File: src/rtl/rom_load_pkg.sv
// Shared types for the ROM download controller: FSM states,
// region indices and datapath widths.
package rom_load_pkg;

    localparam int ADDR_W    = 17;
    localparam int CNT_W     = 18;
    localparam int IO_ADDR_W = 25;
    localparam int NREG      = 4;

    localparam int REG_CPU  = 0;
    localparam int REG_GFX  = 1;
    localparam int REG_SND  = 2;
    localparam int REG_PROM = 3;

    typedef enum logic [1:0] {
        ST_IDLE   = 2'd0,
        ST_LOAD   = 2'd1,
        ST_SETTLE = 2'd2,
        ST_RUN    = 2'd3
    } state_t;

endpackage

File: src/rtl/rom_load_ctrl_if.sv
// HPS ioctl download bus plus the ROM write port.
// master: download source / ROM sink; slave: rom_load_ctrl.
interface rom_load_ctrl_if;
    import rom_load_pkg::*;

    logic                 ioctl_download;
    logic                 ioctl_wr;
    logic [IO_ADDR_W-1:0] ioctl_addr;
    logic [7:0]           ioctl_dout;
    logic [ADDR_W-1:0]    rom_addr;
    logic [7:0]           rom_data;
    logic [NREG-1:0]      rom_we;

    modport master (
        output ioctl_download, ioctl_wr,
        output ioctl_addr, ioctl_dout,
        input  rom_addr, rom_data, rom_we
    );

    modport slave (
        input  ioctl_download, ioctl_wr,
        input  ioctl_addr, ioctl_dout,
        output rom_addr, rom_data, rom_we
    );

endinterface

File: src/rtl/rom_region_dec.sv
// Combinational ROM region decoder.
// ioctl_addr in; one-hot sel, region-relative rel_addr, oob out.
module rom_region_dec
    import rom_load_pkg::*;
#(
    parameter logic [ADDR_W-1:0] CPU_END  = 17'h07FFF,
    parameter logic [ADDR_W-1:0] GFX_END  = 17'h0FFFF,
    parameter logic [ADDR_W-1:0] SND_END  = 17'h13FFF,
    parameter logic [ADDR_W-1:0] PROM_END = 17'h140FF
) (
    input  logic [IO_ADDR_W-1:0] ioctl_addr,
    output logic [NREG-1:0]      sel,
    output logic [ADDR_W-1:0]    rel_addr,
    output logic                 oob
);

    logic [ADDR_W-1:0] a;
    logic              hi;
    logic              in_cpu, in_gfx, in_snd, in_prom;

    assign a  = ioctl_addr[ADDR_W-1:0];
    assign hi = |ioctl_addr[IO_ADDR_W-1:ADDR_W];

    // Mutually exclusive windows so the decoder below is truly unique.
    assign in_cpu  = !hi && (a <= CPU_END);
    assign in_gfx  = !hi && (a > CPU_END) && (a <= GFX_END);
    assign in_snd  = !hi && (a > GFX_END) && (a <= SND_END);
    assign in_prom = !hi && (a > SND_END) && (a <= PROM_END);

    always_comb begin
        sel      = '0;
        rel_addr = '0;
        oob      = 1'b0;
        unique case (1'b1)
            in_cpu: begin
                sel[REG_CPU] = 1'b1;
                rel_addr     = a;
            end
            in_gfx: begin
                sel[REG_GFX] = 1'b1;
                rel_addr     = a - (CPU_END + 1'b1);
            end
            in_snd: begin
                sel[REG_SND] = 1'b1;
                rel_addr     = a - (GFX_END + 1'b1);
            end
            in_prom: begin
                sel[REG_PROM] = 1'b1;
                rel_addr      = a - (SND_END + 1'b1);
            end
            default: oob = 1'b1;
        endcase
    end

endmodule

File: src/rtl/rom_load_ctrl.sv
// ROM download controller: routes HPS ioctl bytes to per-region ROM
// write ports and holds the game core in reset until the download has
// settled.
// Ports: clk_sys, reset_n (sync, active-low); bus (ioctl in, rom out);
// core_reset_n, loading, oob_err, byte_cnt; rom_sum when the
// ROM_CHECKSUM_EN macro is defined.
module rom_load_ctrl
    import rom_load_pkg::*;
#(
    parameter logic [ADDR_W-1:0] CPU_END    = 17'h07FFF,
    parameter logic [ADDR_W-1:0] GFX_END    = 17'h0FFFF,
    parameter logic [ADDR_W-1:0] SND_END    = 17'h13FFF,
    parameter logic [ADDR_W-1:0] PROM_END   = 17'h140FF,
    parameter int                SETTLE_CYC = 16
) (
    input  logic             clk_sys,
    input  logic             reset_n,
    rom_load_ctrl_if.slave   bus,
    output logic             core_reset_n,
    output logic             loading,
    output logic             oob_err,
    output logic [CNT_W-1:0] byte_cnt
`ifdef ROM_CHECKSUM_EN
    ,
    output logic [7:0]       rom_sum
`endif
);

    localparam logic [7:0] SETTLE_LIM = 8'(SETTLE_CYC);

    state_t            state;
    logic [7:0]        settle_cnt;
    logic [NREG-1:0]   dec_sel;
    logic [ADDR_W-1:0] dec_rel;
    logic              dec_oob;
    logic              acc;
    logic              ld_entry;

    rom_region_dec #(
        .CPU_END  (CPU_END),
        .GFX_END  (GFX_END),
        .SND_END  (SND_END),
        .PROM_END (PROM_END)
    ) u_dec (
        .ioctl_addr (bus.ioctl_addr),
        .sel        (dec_sel),
        .rel_addr   (dec_rel),
        .oob        (dec_oob)
    );

    assign acc      = bus.ioctl_wr && bus.ioctl_download;
    // A write on the entry cycle counts toward the fresh download.
    assign ld_entry = bus.ioctl_download && (state != ST_LOAD);

    always_ff @(posedge clk_sys) begin
        if (!reset_n) begin
            state        <= ST_IDLE;
            settle_cnt   <= '0;
            bus.rom_we   <= '0;
            bus.rom_addr <= '0;
            bus.rom_data <= '0;
            core_reset_n <= 1'b0;
            loading      <= 1'b0;
            oob_err      <= 1'b0;
            byte_cnt     <= '0;
`ifdef ROM_CHECKSUM_EN
            rom_sum      <= '0;
`endif
        end else begin
            bus.rom_we <= '0;
            if (acc) begin
                bus.rom_addr <= dec_rel;
                bus.rom_data <= bus.ioctl_dout;
                if (!dec_oob) bus.rom_we <= dec_sel;
            end

            unique case (state)
                ST_IDLE, ST_RUN: begin
                    if (bus.ioctl_download) begin
                        state        <= ST_LOAD;
                        loading      <= 1'b1;
                        core_reset_n <= 1'b0;
                    end
                end
                ST_LOAD: begin
                    if (!bus.ioctl_download) begin
                        state      <= ST_SETTLE;
                        settle_cnt <= '0;
                    end
                end
                ST_SETTLE: begin
                    if (bus.ioctl_download) begin
                        state      <= ST_LOAD;
                        settle_cnt <= '0;
                    end else if (settle_cnt == SETTLE_LIM) begin
                        state        <= ST_RUN;
                        loading      <= 1'b0;
                        core_reset_n <= 1'b1;
                    end else begin
                        settle_cnt <= settle_cnt + 8'd1;
                    end
                end
                default: state <= ST_IDLE;
            endcase

            if (ld_entry) begin
                oob_err  <= acc && dec_oob;
                byte_cnt <= (acc && !dec_oob) ? CNT_W'(1) : '0;
`ifdef ROM_CHECKSUM_EN
                rom_sum  <= (acc && !dec_oob) ? bus.ioctl_dout : 8'd0;
`endif
            end else if (acc) begin
                if (dec_oob) begin
                    oob_err <= 1'b1;
                end else begin
                    if (byte_cnt != '1) byte_cnt <= byte_cnt + 1'b1;
`ifdef ROM_CHECKSUM_EN
                    rom_sum <= rom_sum + bus.ioctl_dout;
`endif
                end
            end
        end
    end

endmodule
File: src/flat_wrapper.sv
// flat-port wrapper written by rule: the top's interface ports become plain ports
module rom_load_ctrl_flat import rom_load_pkg::*;
#(
    parameter logic [ADDR_W-1:0] CPU_END    = 17'h07FFF,
    parameter logic [ADDR_W-1:0] GFX_END    = 17'h0FFFF,
    parameter logic [ADDR_W-1:0] SND_END    = 17'h13FFF,
    parameter logic [ADDR_W-1:0] PROM_END   = 17'h140FF,
    parameter int                SETTLE_CYC = 16
)
  (clk_sys, reset_n, core_reset_n, loading, oob_err, byte_cnt, bus_ioctl_download, bus_ioctl_wr, bus_ioctl_addr, bus_ioctl_dout, bus_rom_addr, bus_rom_data, bus_rom_we);
  rom_load_ctrl_if bus_i ();
  input  logic clk_sys;
  input  logic reset_n;
  output logic core_reset_n;
  output logic loading;
  output logic oob_err;
  output logic [CNT_W-1:0] byte_cnt;
  input wire logic [$bits(bus_i.ioctl_download)-1:0] bus_ioctl_download;
  input wire logic [$bits(bus_i.ioctl_wr)-1:0] bus_ioctl_wr;
  input wire logic [$bits(bus_i.ioctl_addr)-1:0] bus_ioctl_addr;
  input wire logic [$bits(bus_i.ioctl_dout)-1:0] bus_ioctl_dout;
  output wire logic [$bits(bus_i.rom_addr)-1:0] bus_rom_addr;
  output wire logic [$bits(bus_i.rom_data)-1:0] bus_rom_data;
  output wire logic [$bits(bus_i.rom_we)-1:0] bus_rom_we;
  assign bus_i.ioctl_download = bus_ioctl_download;
  assign bus_i.ioctl_wr = bus_ioctl_wr;
  assign bus_i.ioctl_addr = bus_ioctl_addr;
  assign bus_i.ioctl_dout = bus_ioctl_dout;
  assign bus_rom_addr = bus_i.rom_addr;
  assign bus_rom_data = bus_i.rom_data;
  assign bus_rom_we = bus_i.rom_we;
  rom_load_ctrl #(.CPU_END(CPU_END), .GFX_END(GFX_END), .SND_END(SND_END), .PROM_END(PROM_END), .SETTLE_CYC(SETTLE_CYC)) u_core (.clk_sys(clk_sys), .reset_n(reset_n), .bus(bus_i), .core_reset_n(core_reset_n), .loading(loading), .oob_err(oob_err), .byte_cnt(byte_cnt));
endmodule
File: config.mk
export PLATFORM = sky130hd
export DESIGN_NAME = rom_load_ctrl_flat
export DESIGN_NICKNAME = d
export VERILOG_FILES = /design/src/rtl/rom_load_pkg.sv /design/src/rtl/rom_load_ctrl_if.sv /design/src/rtl/rom_region_dec.sv /design/src/rtl/rom_load_ctrl.sv /design/src/flat_wrapper.sv
export SDC_FILE = /design/constraint.sdc
export NUM_CORES = 1
export LEC_CHECK = 0
export ABC_AREA = 0
export CAP_MARGIN = 30
export CORE_ASPECT_RATIO = 1.4
export CORE_MARGIN = 4
export CORE_UTILIZATION = 52
export DETAILED_ROUTE_END_ITERATION = 12
export GPL_ROUTABILITY_DRIVEN = 0
export PLACE_DENSITY = 0.87
export SETUP_SLACK_MARGIN = 0.3
export SYNTH_ARGS = -nofsm -noshare
export SYNTH_HDL_FRONTEND = slang
export SYNTH_SLANG_ARGS = --single-unit
File: constraint.sdc
create_clock -name clk_sys -period 5.7 [get_ports clk_sys]
set_input_delay 1.425 -clock clk_sys [delete_from_list [all_inputs] [get_ports clk_sys]]
set_output_delay 1.425 -clock clk_sys [all_outputs]
set_load 0.01 [all_outputs]
== Word-level counts from Yosys, hierarchy flattened ==
Cells that the tools add are included.

* Bits in registers: 60
* Logic and storage cells: 92

* Add/subtract/negate cells: 5
* Equal/unequal tests: 13
* Magnitude comparators: 7
* Reduce and logical (&&, ||, !) cells: 27
* Muxes and demuxes: 31

{| class="wikitable"
|+ Operators with widths
! operator !! number
|-
| $mux 18 || 4
|-
| $pmux 17 s4 || 1
|-
| $le 17x17->1 const B || 2
|-
| $sub 17x17->17 const B || 2
|-
| $mux 8 || 3
|-
| $add 18x1->18 const B || 1
|-
| $ne 18x18->1 const B || 1
|-
| $gt 17x15->1 const B || 1
|-
| $gt 17x16->1 const B || 1
|-
| $gt 17x17->1 const B || 1
|-
| $le 17x15->1 const B || 1
|-
| $le 17x16->1 const B || 1
|-
| $sub 17x16->17 const B || 1
|-
| $pmux 8 s2 || 1
|-
| $mux 1 || 15
|-
| $reduce_and 3->1 || 4
|-
| $logic_and 1x1->1 || 11
|-
| $reduce_bool 2->1 || 5
|-
| $add 8x1->8 const B || 1
|-
| $eq 8x5->1 const B || 1
|-
| $mux 2 || 4
|-
| $reduce_or 8->1 || 1
|-
| $ne 2x1->1 const B || 3
|-
| $ne 2x2->1 const B || 3
|-
| 12 further kinds || 14
|}

== Depth between registers and ports, before layout ==
* Depth in word-level cells: 8
* Mapped depth: 10
* Gate-level depth less buffers: 8

== By module ==
A second synthesis with hierarchy kept.

* Cell total of the unflattened synthesis: 414
* Area total of the unflattened synthesis: 3389.5 um2

{| class="wikitable"
|+ By module, submodules not included
! module !! sequential area each (um2) !! area an instance (um2) !! cells an instance !! instances
|-
| rom_load_ctrl || 1201.2 || 2710.1 || 330 || 1
|-
| rom_region_dec || 0.0 || 679.4 || 84 || 1
|}

== Least setup slack after synthesis ==
No wires, ideal clock.

* Kind: input to register
* From: input bus_ioctl_addr[3]
* To: register u_core.byte_cnt[3]
* Path slack: 2303 ps
* Data arrival time: 3327 ps
* Library setup time: 70 ps
* Stages: 6
* Data required time: 5630 ps
* Cells stage by stage: nand4_2 -> nor4_4 -> mux2i_1 -> o41ai_2 -> or4_2 -> a21oi_1

* Longest elaborated chain between the ends: 6
* Elaborated cells on any way between the ends: 17
* Those cells by class: 7 x order compare; 10 x reduce/logical

{| class="wikitable"
|+ Ends and longest elaborated chain
! element !! RTL line !! RTL
|-
| from (decl) || flat_wrapper.sv:20 || <nowiki>input wire logic [$bits(bus_i.ioctl_addr)-1:0] bus_ioctl_addr;</nowiki>
|-
| $gt 17x15->1, or another cell as far along || rom_region_dec.sv:26 || <nowiki>assign in_gfx = !hi && (a > CPU_END) && (a <= GFX_END);</nowiki>
|-
| $logic_and 1x1->1 (on tied branches) (2 in a row) || rom_region_dec.sv:26, rom_region_dec.sv:27, rom_region_dec.sv:28 ||
|-
| $reduce_or 4->1 (no line) (*) || n/a ||
|-
| $reduce_bool 2->1 (no line) (*) || n/a ||
|-
| $reduce_and 3->1 (no line) (*) || n/a ||
|-
| to (signal assigned) || rom_load_ctrl.sv:108 || <nowiki>byte_cnt <= (acc && !dec_oob) ? CNT_W'(1) : '0;</nowiki>
|-
| to (signal assigned) || rom_load_ctrl.sv:116 || <nowiki>if (byte_cnt != '1) byte_cnt <= byte_cnt + 1'b1;</nowiki>
|-
| to (decl) || rom_load_ctrl.sv:22 || <nowiki>output logic [CNT_W-1:0] byte_cnt</nowiki>
|}

Every way passes the cells marked *; elsewhere a longest branch is shown, timed or not.
A chain may end at the register's enable or synchronous reset.

== Worst setup path in the final report ==
* From: input bus_ioctl_addr[15]
* To: register u_core.bus.rom_we[2]

* Longest elaborated chain between the ends: 5
* Elaborated cells on any way between the ends: 17
* Those cells by class: 7 x order compare; 1 x mux; 9 x reduce/logical

{| class="wikitable"
|+ Ends and longest elaborated chain
! element !! RTL line !! RTL
|-
| $gt 17x15->1, or another cell as far along || rom_region_dec.sv:26 ||
|-
| $logic_and 1x1->1 (on tied branches) (2 in a row) || rom_region_dec.sv:26, rom_region_dec.sv:27, rom_region_dec.sv:28 ||
|-
| $reduce_or 4->1 (no line) || n/a ||
|-
| $reduce_and 3->1 (no line) || n/a ||
|-
| to (signal assigned) || rom_load_ctrl.sv:74 || <nowiki>if (!dec_oob) bus.rom_we <= dec_sel;</nowiki>
|-
| to (decl) || rom_load_ctrl_if.sv:23 || <nowiki>output rom_addr, rom_data, rom_we</nowiki>
|}

Several ways; a longest one is shown, not always the timed one.

==> results.ini <==
[sta]
final-hold-violation-count = 0
maxSlewViolCount = 0
max_slew_margin_pct = 31.7
rsz0062_at_grt = no
fin_setup_tns_ns = 0
period_share_pct = 73.0
timing.fmax_mhz = 240
fin_worst_skew_ns = 0.00600
min_period_ns = 4.16
finalSetupViolations = 0
tightest_slew_ns = 1.02

[final_layout]
final_common_cell = clkdlybuf4s50_1
nets = 483
drive_above_1_share_pct = 7.80
final_cell_mix = 86 x clkdlybuf4s50_1, 60 x dfxtp_1, 39 x nand2_1, 23 x nor2_1, 20 x a21oi_1
design_area_um2 = 4200
synthToLayoutAreaGrowth_pct = 35.4
nFillCells = 452
diodes = 0

[power_and_ir_drop]
switching_share_pct = 24.4
p_int_uw = 743
p_comb_share_pct = 12.6
pwr-share-clk_pct = 43.1
cellLeakagePower_uw = 0.00148
ir_drop_v = 0.000197
p_per_area_nw_per_um2 = 234
p_seq_share_pct = 44.3
switchingPower_uw = 240

[floorplanning]
start_util_pct = 53.3
die_x_um = 73.3
core_um2 = 5820
std_cell_rows = 33
num_io_pins = 87
die_height_um = 99.4
dieArea_um2 = 7280

[yosys]
yosysSeqAreaShare_pct = 38.7
yosysTopAreaCell = dfxtp_1
ys_async_sr_fraction_pct = 0
ys_ff_latch = 60
syn-cell-area_um2 = 3100
synth_edf_count = 0
yosysUniqueCellTypes = 64
synth_warnings = 0
syn-num-nets = 399
ys.flop_type = dfxtp_1
yosysTopAreaCellShare_pct = 38.7
ys_top_cells_by_area = dfxtp_1 39%, ha_1 6.0%, nand2_1 4.7%, a22o_1 4.0%, a21oi_1 3.2%
syn_inst = 347
avgSynthCellArea_um2 = 8.94

[route]
routed_wl_um = 8280
vias = 3019
drcViolationCount = 0
via_per_inst = 5.97
ant_nets = 0
drt_first_iter_violations = 224
dr.pass1.iters = 6
drt-wirelength-per-cell_um = 16.4

[clocking]
cts.sinks = 60
htreeDepth = 3
numCtsBuffers = 9
cts_tree = built
cts_hold_buffers = 0
cts_root_buffer = clkbuf_8
ctsResizeCount = 0
path_clk_slew_ns = 0.07
cts.path.max_buffers = 2
clock_latency_ns = 0.34
cts_setup_buffers = 0

[setup_path]
crit_path_end_kind = flip-flop
worst_path_most_repeated_cell = nor2_1
crit_arrival_ns = 4.45
crit_fanout = 16
slowest_stage = nor2_1
rr_startpoint = u_core.byte_cnt[0]$_SDFFE_PN0P_
crit_chain = clkdlybuf4s50_1, inv_1, ha_1, nor2_1, a21oi_1, mux2i_1, nor4_1, nor2_1, and3_2
crit_family = simple AND/OR/NAND/NOR gates
path_buf_inv = 2
cp.required_ns = 5.99
path_class = in -> reg
start_kind = input port
r2r_cells = 6
r2r_slack_ns = 3.45
r2r-end = u_core.byte_cnt[13]$_SDFFE_PN0P_
cp_slowest_stage_delay_ns = 0.82

[placed_design]
place_area_um2 = 3980
hpwl_um = 6010
port_buffers = 86

[worst_hold_path]
min_path_cells = 2
hp-start = u_core.bus.rom_addr[16]$_SDFFE_PN0P_
hold_class = reg -> reg
min_to = u_core.bus.rom_addr[16]$_SDFFE_PN0P_

[global_route]
grt_max_degree = 22
track_usage_pct = 23.6
grt_pass1_vias = 2939
grt_pass1_wl_um = 13500
antenna_found_initial = 0
grt_overflow_total = 0

[job]
drv_cap = 0

[outcome]
outcome = completed

-- layout make-up --
class                      count  area, um2  share of cell area, %
clock buffer                  11        141                   3.37
clock inverter                 5       75.1                   1.79
inverter                      10       37.5                  0.894
multi-input combinational    262       1780                   42.4
sequential                    60       1200                   28.6
tap                           70       87.6                   2.09
timing repair buffer          88        876                   20.9
-- cells in the mapped netlist (4+ instances only) --
library cell,count
nor2_1,23
a21boi_0,9
inv_1,10
nor4_1,6
a21oi_1,20
nand4_1,8
nand2b_1,7
mux2i_1,5
nand3_1,13
and3_1,4
dfxtp_1,60
a22o_1,14
ha_1,15
o31ai_1,8
or4_1,11
nand2_1,39
o21ai_0,10
and2_1,6
clkbuf_1,11
nor3_1,6
a31oi_1,4
-- worst reg2reg max path: stages, from the launching register on --
cell     delay (ns)
dfxtp_1        0.44
ha_1           0.29
nand3_1        0.21
or4_1          0.65
and3_1         0.23
a31o_2         0.24
a21oi_1        0.12
-- layer usage --
metal / wire (um) / up-vias / track usage, %
met5: 0 / - / 0
met4: 184 / 0 / 10.2
met3: 613 / 17 / 7.08
met2: 4330 / 106 / 41.0
met1: 3150 / 1431 / 26.0
li1: - / 1465 / -
-- state kept, by name, indices dropped and copies added, names as in the netlist --
register,cells
u_core.bus.rom_addr,17
u_core.bus.rom_data,8
u_core.bus.rom_we,4
u_core.byte_cnt,18
u_core.core_reset_n,1
u_core.loading,1
u_core.oob_err,1
u_core.settle_cnt,8
u_core.state,2
-- power by group through the flow --
stage	logic, uW	registers [uW]	clock network, uW
3_3_place_gp	119	444	0
4_1_cts	125	436	428
2_1_floorplan	65.3	446	0
3_5_place_dp	124	445	0
6_report	124	436	423
5_1_grt	138	436	447
-- stage by stage --
| step | hold slack [ns] | std cells | util (%) | total power (uW) | setup WS, ns |
|---|---|---|---|---|---|
| 2_1_floorplan | 0.466 | 347 | - | 511 | 2.30 |
| 3_3_place_gp | 0.451 | 489 | 68.3 | 563 | 1.35 |
| 3_5_place_dp | 0.460 | 490 | 68.4 | 569 | 1.28 |
| 4_1_cts | 0.478 | 506 | 72.1 | 989 | 1.58 |
| 5_1_grt | 0.491 | 506 | 72.1 | 1020 | 1.28 |
| 6_report | 0.471 | 506 | 72.1 | 983 | 1.54 |
-- worst max path at each step --
stage                            start  slack, ns                              end  cells after the start
finish              bus_ioctl_addr[15]       1.54  u_core.bus.rom_we[2]$_SDFF_PN0_                      9
global route        bus_ioctl_addr[15]       1.28  u_core.bus.rom_we[2]$_SDFF_PN0_                      9
detailed placement   bus_ioctl_addr[3]       1.28  u_core.bus.rom_we[2]$_SDFF_PN0_                      7
CTS                  bus_ioctl_addr[3]       1.58  u_core.bus.rom_we[2]$_SDFF_PN0_                      7
global placement     bus_ioctl_addr[3]       1.35  u_core.bus.rom_we[2]$_SDFF_PN0_                      7
floorplan            bus_ioctl_addr[3]       2.30  u_core.byte_cnt[3]$_SDFFE_PN0P_                      6
-- logic make-up (layout without fill, tap and decap cells) --
family | after synthesis | after routing | synth area share, %
multiplexers | 5 | 5 | 1.61
flip-flops | 60 | 60 | 38.7
AND/OR/NAND/NOR | 146 | 146 | 26.6
AO/OA/AOI/OAI | 90 | 90 | 21.3
buffers and inverters | 25 | 114 | 4.07
adder cells (fa/ha/maj) | 15 | 15 | 6.05
XOR/XNOR | 6 | 6 | 1.69
(Power assumes the default switching activity.)
